File: config.mk
export PLATFORM = sky130hd
export DESIGN_NAME = serial_addsub
export DESIGN_NICKNAME = d
export VERILOG_FILES = /design/src/rtl/serial_addsub_pkg.sv /design/src/rtl/serial_addsub_digit.sv /design/src/rtl/serial_addsub.sv
export SDC_FILE = /design/constraint.sdc
export NUM_CORES = 1
export LEC_CHECK = 0
export ABC_AREA = 1
export ABC_CLOCK_PERIOD_IN_PS = 1600
export BUFFER_PORTS_ARGS = -buffer_cell sky130_fd_sc_hd__buf_2
export CAP_MARGIN = 20
export CORE_UTILIZATION = 50
export CTS_CLUSTER_DIAMETER = 150
export CTS_CLUSTER_SIZE = 16
export DETAILED_ROUTE_END_ITERATION = 6
export HOLD_SLACK_MARGIN = 0.08
export PLACE_DENSITY = 0.71
export RECOVER_POWER = 25
export SLEW_MARGIN = 0
export SYNTH_ARGS = -nofsm -noshare
export SYNTH_HDL_FRONTEND = slang
export SYNTH_HIERARCHICAL = 1
export SYNTH_SLANG_ARGS = --single-unit
File: constraint.sdc
create_clock -name clk -period 1.6 [get_ports clk]
set_input_delay 0.16 -clock clk [delete_from_list [all_inputs] [get_ports clk]]
set_output_delay 0.16 -clock clk [all_outputs]
set_load 0.01 [all_outputs]
File: src/rtl/serial_addsub_pkg.sv
// Shared types and sizing helpers for the digit-serial adder/subtractor.
package serial_addsub_pkg;

    typedef enum logic [1:0] {
        ST_IDLE = 2'd0,
        ST_ADD  = 2'd1,
        ST_DONE = 2'd2
    } state_e;

    function automatic int clog2_f(input int n);
        int r;
        r = 0;
        for (int i = 0; i < 31; i++) begin
            if ((32'sd1 <<< i) < n) begin
                r = i + 1;
            end
        end
        return r;
    endfunction

    function automatic int steps_f(input int w, input int d);
        return w / d;
    endfunction

    // Counter width never drops below one bit, even for a single-step operation.
    function automatic int cw_f(input int w, input int d);
        int c;
        c = clog2_f(w / d);
        return (c < 1) ? 1 : c;
    endfunction

endpackage

File: src/rtl/serial_addsub_digit.sv
// Combinational DIGIT-bit ripple adder with sign-bit taps for overflow detection.
module addsub_digit #(
    parameter int DIGIT = 1
) (
    input  logic [DIGIT-1:0] x,
    input  logic [DIGIT-1:0] y,
    input  logic             ci,
    output logic [DIGIT-1:0] s,
    output logic             co,
    output logic             x_msb,
    output logic             y_msb,
    output logic             s_msb
);

    assign {co, s} = {1'b0, x} + {1'b0, y} + {{DIGIT{1'b0}}, ci};
    assign x_msb   = x[DIGIT-1];
    assign y_msb   = y[DIGIT-1];
    assign s_msb   = s[DIGIT-1];

endmodule

File: src/rtl/serial_addsub.sv
// Digit-serial add/subtract: consumes DIGIT bits per cycle, LSB first, with
// valid/ready handshakes on operand and result sides.
module serial_addsub
    import serial_addsub_pkg::*;
#(
    parameter int WIDTH = 8,
    parameter int DIGIT = 1
) (
    input  logic             clk,
    input  logic             rst,
    input  logic             in_valid,
    output logic             in_ready,
    input  logic [WIDTH-1:0] a,
    input  logic [WIDTH-1:0] b,
    input  logic             sub,
    input  logic             cin,
    output logic             out_valid,
    input  logic             out_ready,
    output logic [WIDTH-1:0] sum,
    output logic             cout,
    output logic             ovf,
    output logic             busy
);

    localparam int STEPS = steps_f(WIDTH, DIGIT);
    localparam int CW    = cw_f(WIDTH, DIGIT);

    state_e             state_q;
    logic               in_ready_q;
    logic               out_valid_q;
    logic               busy_q;
    logic [WIDTH-1:0]   a_q;
    logic [WIDTH-1:0]   b_q;
    logic [WIDTH-1:0]   sum_q;
    logic [CW-1:0]      count_q;
    logic               carry_q;
    logic               cout_q;
    logic               ovf_q;

    logic [DIGIT-1:0]       d_s;
    logic                   c_s;
    logic                   am_s;
    logic                   bm_s;
    logic                   dm_s;
    logic                   accept_s;
    logic                   last_s;
    logic                   ovf_d;
    logic [WIDTH+DIGIT-1:0] cat_s;
    logic [WIDTH-1:0]       sum_d;

    addsub_digit #(.DIGIT(DIGIT)) u_digit (
        .x     (a_q[DIGIT-1:0]),
        .y     (b_q[DIGIT-1:0]),
        .ci    (carry_q),
        .s     (d_s),
        .co    (c_s),
        .x_msb (am_s),
        .y_msb (bm_s),
        .s_msb (dm_s)
    );

    assign accept_s = (state_q == ST_IDLE) && in_valid;
    assign last_s   = (count_q == CW'(STEPS - 1));
    assign ovf_d    = (am_s == bm_s) && (dm_s != am_s);
    // New digit enters at the top so the LSB digit ends up at bit 0 after STEPS shifts.
    assign cat_s    = {d_s, sum_q};
    assign sum_d    = cat_s[WIDTH+DIGIT-1:DIGIT];

    // Control FSM with registered handshake/status flags.
    always_ff @(posedge clk) begin
        if (rst) begin
            state_q     <= ST_IDLE;
            in_ready_q  <= 1'b1;
            out_valid_q <= 1'b0;
            busy_q      <= 1'b0;
        end else begin
            case (state_q)
                ST_IDLE: begin
                    if (in_valid) begin
                        state_q    <= ST_ADD;
                        in_ready_q <= 1'b0;
                        busy_q     <= 1'b1;
                    end
                end
                ST_ADD: begin
                    if (last_s) begin
                        state_q     <= ST_DONE;
                        out_valid_q <= 1'b1;
                    end
                end
                ST_DONE: begin
                    if (out_ready) begin
                        state_q     <= ST_IDLE;
                        out_valid_q <= 1'b0;
                        busy_q      <= 1'b0;
                        in_ready_q  <= 1'b1;
                    end
                end
                default: begin
                    state_q     <= ST_IDLE;
                    in_ready_q  <= 1'b1;
                    out_valid_q <= 1'b0;
                    busy_q      <= 1'b0;
                end
            endcase
        end
    end

    // Operand shift registers and running carry; B is pre-inverted for subtraction.
    always_ff @(posedge clk) begin
        if (rst) begin
            a_q     <= '0;
            b_q     <= '0;
            carry_q <= 1'b0;
        end else if (accept_s) begin
            a_q     <= a;
            b_q     <= sub ? ~b : b;
            carry_q <= cin ^ sub;
        end else if (state_q == ST_ADD) begin
            a_q     <= a_q >> DIGIT;
            b_q     <= b_q >> DIGIT;
            carry_q <= c_s;
        end
    end

    // Digit step counter.
    always_ff @(posedge clk) begin
        if (rst) begin
            count_q <= '0;
        end else if (accept_s) begin
            count_q <= '0;
        end else if ((state_q == ST_ADD) && !last_s) begin
            count_q <= count_q + CW'(1);
        end
    end

    // Result accumulation and final flags.
    always_ff @(posedge clk) begin
        if (rst) begin
            sum_q  <= '0;
            cout_q <= 1'b0;
            ovf_q  <= 1'b0;
        end else if (state_q == ST_ADD) begin
            sum_q <= sum_d;
            if (last_s) begin
                cout_q <= c_s;
                ovf_q  <= ovf_d;
            end
        end
    end

    assign in_ready  = in_ready_q;
    assign out_valid = out_valid_q;
    assign busy      = busy_q;
    assign sum       = sum_q;
    assign cout      = cout_q;
    assign ovf       = ovf_q;

endmodule

==> results.py <==
metrics = {
    "die": {
        "core_mm2": 0.00310,
        "die_y_um": 59.5,
        "fp.dieW_um": 59.5,
        "design.die.area_mm2": 0.00354,
        "placementRows": 20,
        "start_util": 0.532,
        "io-pin-count": 35,
    },
    "placement": {
        "numPortBuffers": 34,
        "gp_congestion": 0.724,
        "dp_hpwl_um": 2220,
    },
    "clock_tree": {
        "clock-sinks": 35,
        "cts_htree_levels": 2,
        "cts_buffers": 5,
        "clkTransAtPathRegs_ns": 0.09,
        "clk_latency_ns": 0.33,
        "post_cts_buffers": 0,
        "cts_tree": "built",
        "cts-root-buf": "clkbuf_4",
        "clockBufferDepth": 2,
    },
    "layout": {
        "area_growth_pct": 13.9,
        "utilization": 0.606,
        "final_common_cell": "nand2_1",
        "nets": 309,
        "final_cell_mix": "94 x nand2_1, 35 x dfxtp_1, 29 x inv_1",
        "layout-drive-gt1-share": 0.124,
        "diodes": 0,
    },
    "grt": {
        "grt-ovfl-total": 0,
        "track_usage": 0.201,
        "grt_pass1_vias": 1318,
        "antenna_found_initial": 0,
        "grt_start_max_net_pins": 24,
        "grt_pass1_wl_um": 5360,
    },
    "logic_synthesis": {
        "syn_avg_cell_area_um2": 6.66,
        "ys_seq_area_frac": 0.424,
        "syn_nets": 273,
        "synthDistinctLibCells": 17,
        "yosys_warnings": 6,
        "ys_ff_latch": 35,
        "synthCells": 248,
        "synth.cell_area_mm2": 0.00165,
    },
    "power_and_ir_drop": {
        "p_per_area_mw_per_mm2": 876,
        "power_switching_uw": 453,
        "sw_frac_of_total": 0.275,
        "power.total_mw": 1.65,
        "p_comb_frac": 0.171,
        "seqPwrFrac": 0.581,
        "p_int_mw": 1.20,
        "p_clk_frac": 0.249,
        "p_leak_nw": 0.972,
        "ir_worst_vdd_uv": 590,
    },
    "route": {
        "detail-route-antenna-nets": 0,
        "vias_per_cell": 4.67,
        "firstDrtPassIters": 4,
        "vias": 1528,
        "first_iter_violations": 92,
        "wl_per_cell_um": 9.34,
        "remaining_drc_errors": 0,
        "wirelength_um": 3060,
    },
    "setup_path": {
        "critical_path_class": "flip-flop to flip-flop",
        "required_ns": 1.87,
        "worstSetupEndpointType": "flip-flop",
        "reg2reg_setup_slack_ns": 0.27,
        "cp.arrival_ns": 1.60,
        "critPathMaxFanout": 3,
        "worstSetupStartpointType": "flip-flop",
    },
    "timing": {
        "drv_slew": 0,
        "post-route-period-util": 0.832,
        "final-setup-viol-count": 0,
        "max-slew-margin-rel": 0.677,
        "worst_slew_pin_slew_ns": 0.484,
        "hold_viol": 0,
        "hold_ws_ns": 0.108,
        "fin_crit_ns": 1.33,
        "finClkSkew_ns": 0.00622,
        "rsz0062_at_grt": "false",
        "max_freq_mhz": 751,
        "finalSetupTns_ns": 0,
    },
    "min_path": {
        "hold_class": "input pin to flip-flop",
    },
    "status": {
        "status": "completed",
    },
    "job": {
        "max-cap-violations": 0,
    },
}
==> per-layer routing <==
metal / track usage / vias to the layer above / part of all wire / wire length (um)
met3: 0.0524 / 4 / 0.043 / 130
met2: 0.315 / 36 / 0.44 / 1340
met5: 0 / - / 0 / 0
met1: 0.267 / 664 / 0.51 / 1550
met4: 0.0714 / 0 / 0.0095 / 29
li1: - / 824 / - / -
==> power groups by stage <==
stage	combinational, mW	clock (mW)	sequential, mW
floorplan	0.197	0	0.984
global route	0.328	0.466	0.965
detailed placement	0.286	0	0.977
finish	0.281	0.410	0.957
global placement	0.283	0	0.977
CTS	0.288	0.424	0.957
==> cells in the mapped netlist <==
master / number / area share
nand2_1: 94 / 0.21
dfxtp_1: 35 / 0.42
inv_1: 29 / 0.066
nor2_1: 23 / 0.052
nand3_1: 21 / 0.064
a21oi_1: 12 / 0.036
o21ai_0: 11 / 0.033
and2_1: 5 / 0.019
buf_2: 5 / 0.015
buf_4: 5 / 0.023
ha_1: 2 / 0.015
buf_6: 1 / 0.0068
clkbuf_1: 1 / 0.0023
fa_1: 1 / 0.012
nor2_4: 1 / 0.0068
o21ai_2: 1 / 0.0053
xor2_1: 1 / 0.0053
==> sequential cells by signal, indices dropped and copies added, names as in the netlist, 2 cells and up <==
signal   flops
sum          8
state_q      2
a_q          8
count_q      3
b_q          8
==> stage by stage <==
stage	worst slack (ns)	instances	cell area (um^2)
after global placement	0.306	320	1840
after CTS	0.270	327	1900
after floorplan	0.272	248	1650
final	0.268	327	1880
after global routing	0.142	327	1880
after detailed placement	0.289	320	1840
==> cells by family (layout without fill, tap and decap cells) <==
kind of cell    after synthesis  after routing  synth area share
compound gates               24             24            0.0750
xor+xnor                      1              1           0.00530
fa+ha+maj                     3              3            0.0273
buf+inv                      41             76             0.113
flops                        35             35             0.424
simple gates                144            144             0.355
==> critical path, stage by stage (launching register included) <==
cell and delay, ns:
dfxtp_1 0.35, fa_1 0.58, nand2_1 0.06, o21ai_0 0.14, nor2_1 0.05, nor2_1 0.10
==> area by class of cell <==
type / instances / area [um^2]
tap: 44 / 55.1
sequential: 35 / 701
fill: 352 / 1220
timing repair buffer: 41 / 210
clock buffer: 6 / 41.3
multi-input combinational: 172 / 764
inverter: 29 / 109
==> final timing paths <==
check	startpoint	endpoint	cells past startpoint
worst max-delay path	b_q[0]	ovf	5
worst min-delay path	out_ready	state_q[1]	4
worst max register to register	b_q[0]	ovf	5
worst min register to register	out_valid	out_valid	2
==> timing repair <==
| item | in CTS | in global routing |
|---|---|---|
| resized for setup | 0 | 0 |
| hold buffers | 1 | 0 |
| hold endpoints to repair | 1 | 0 |
Power figures use the tool's default switching activity.
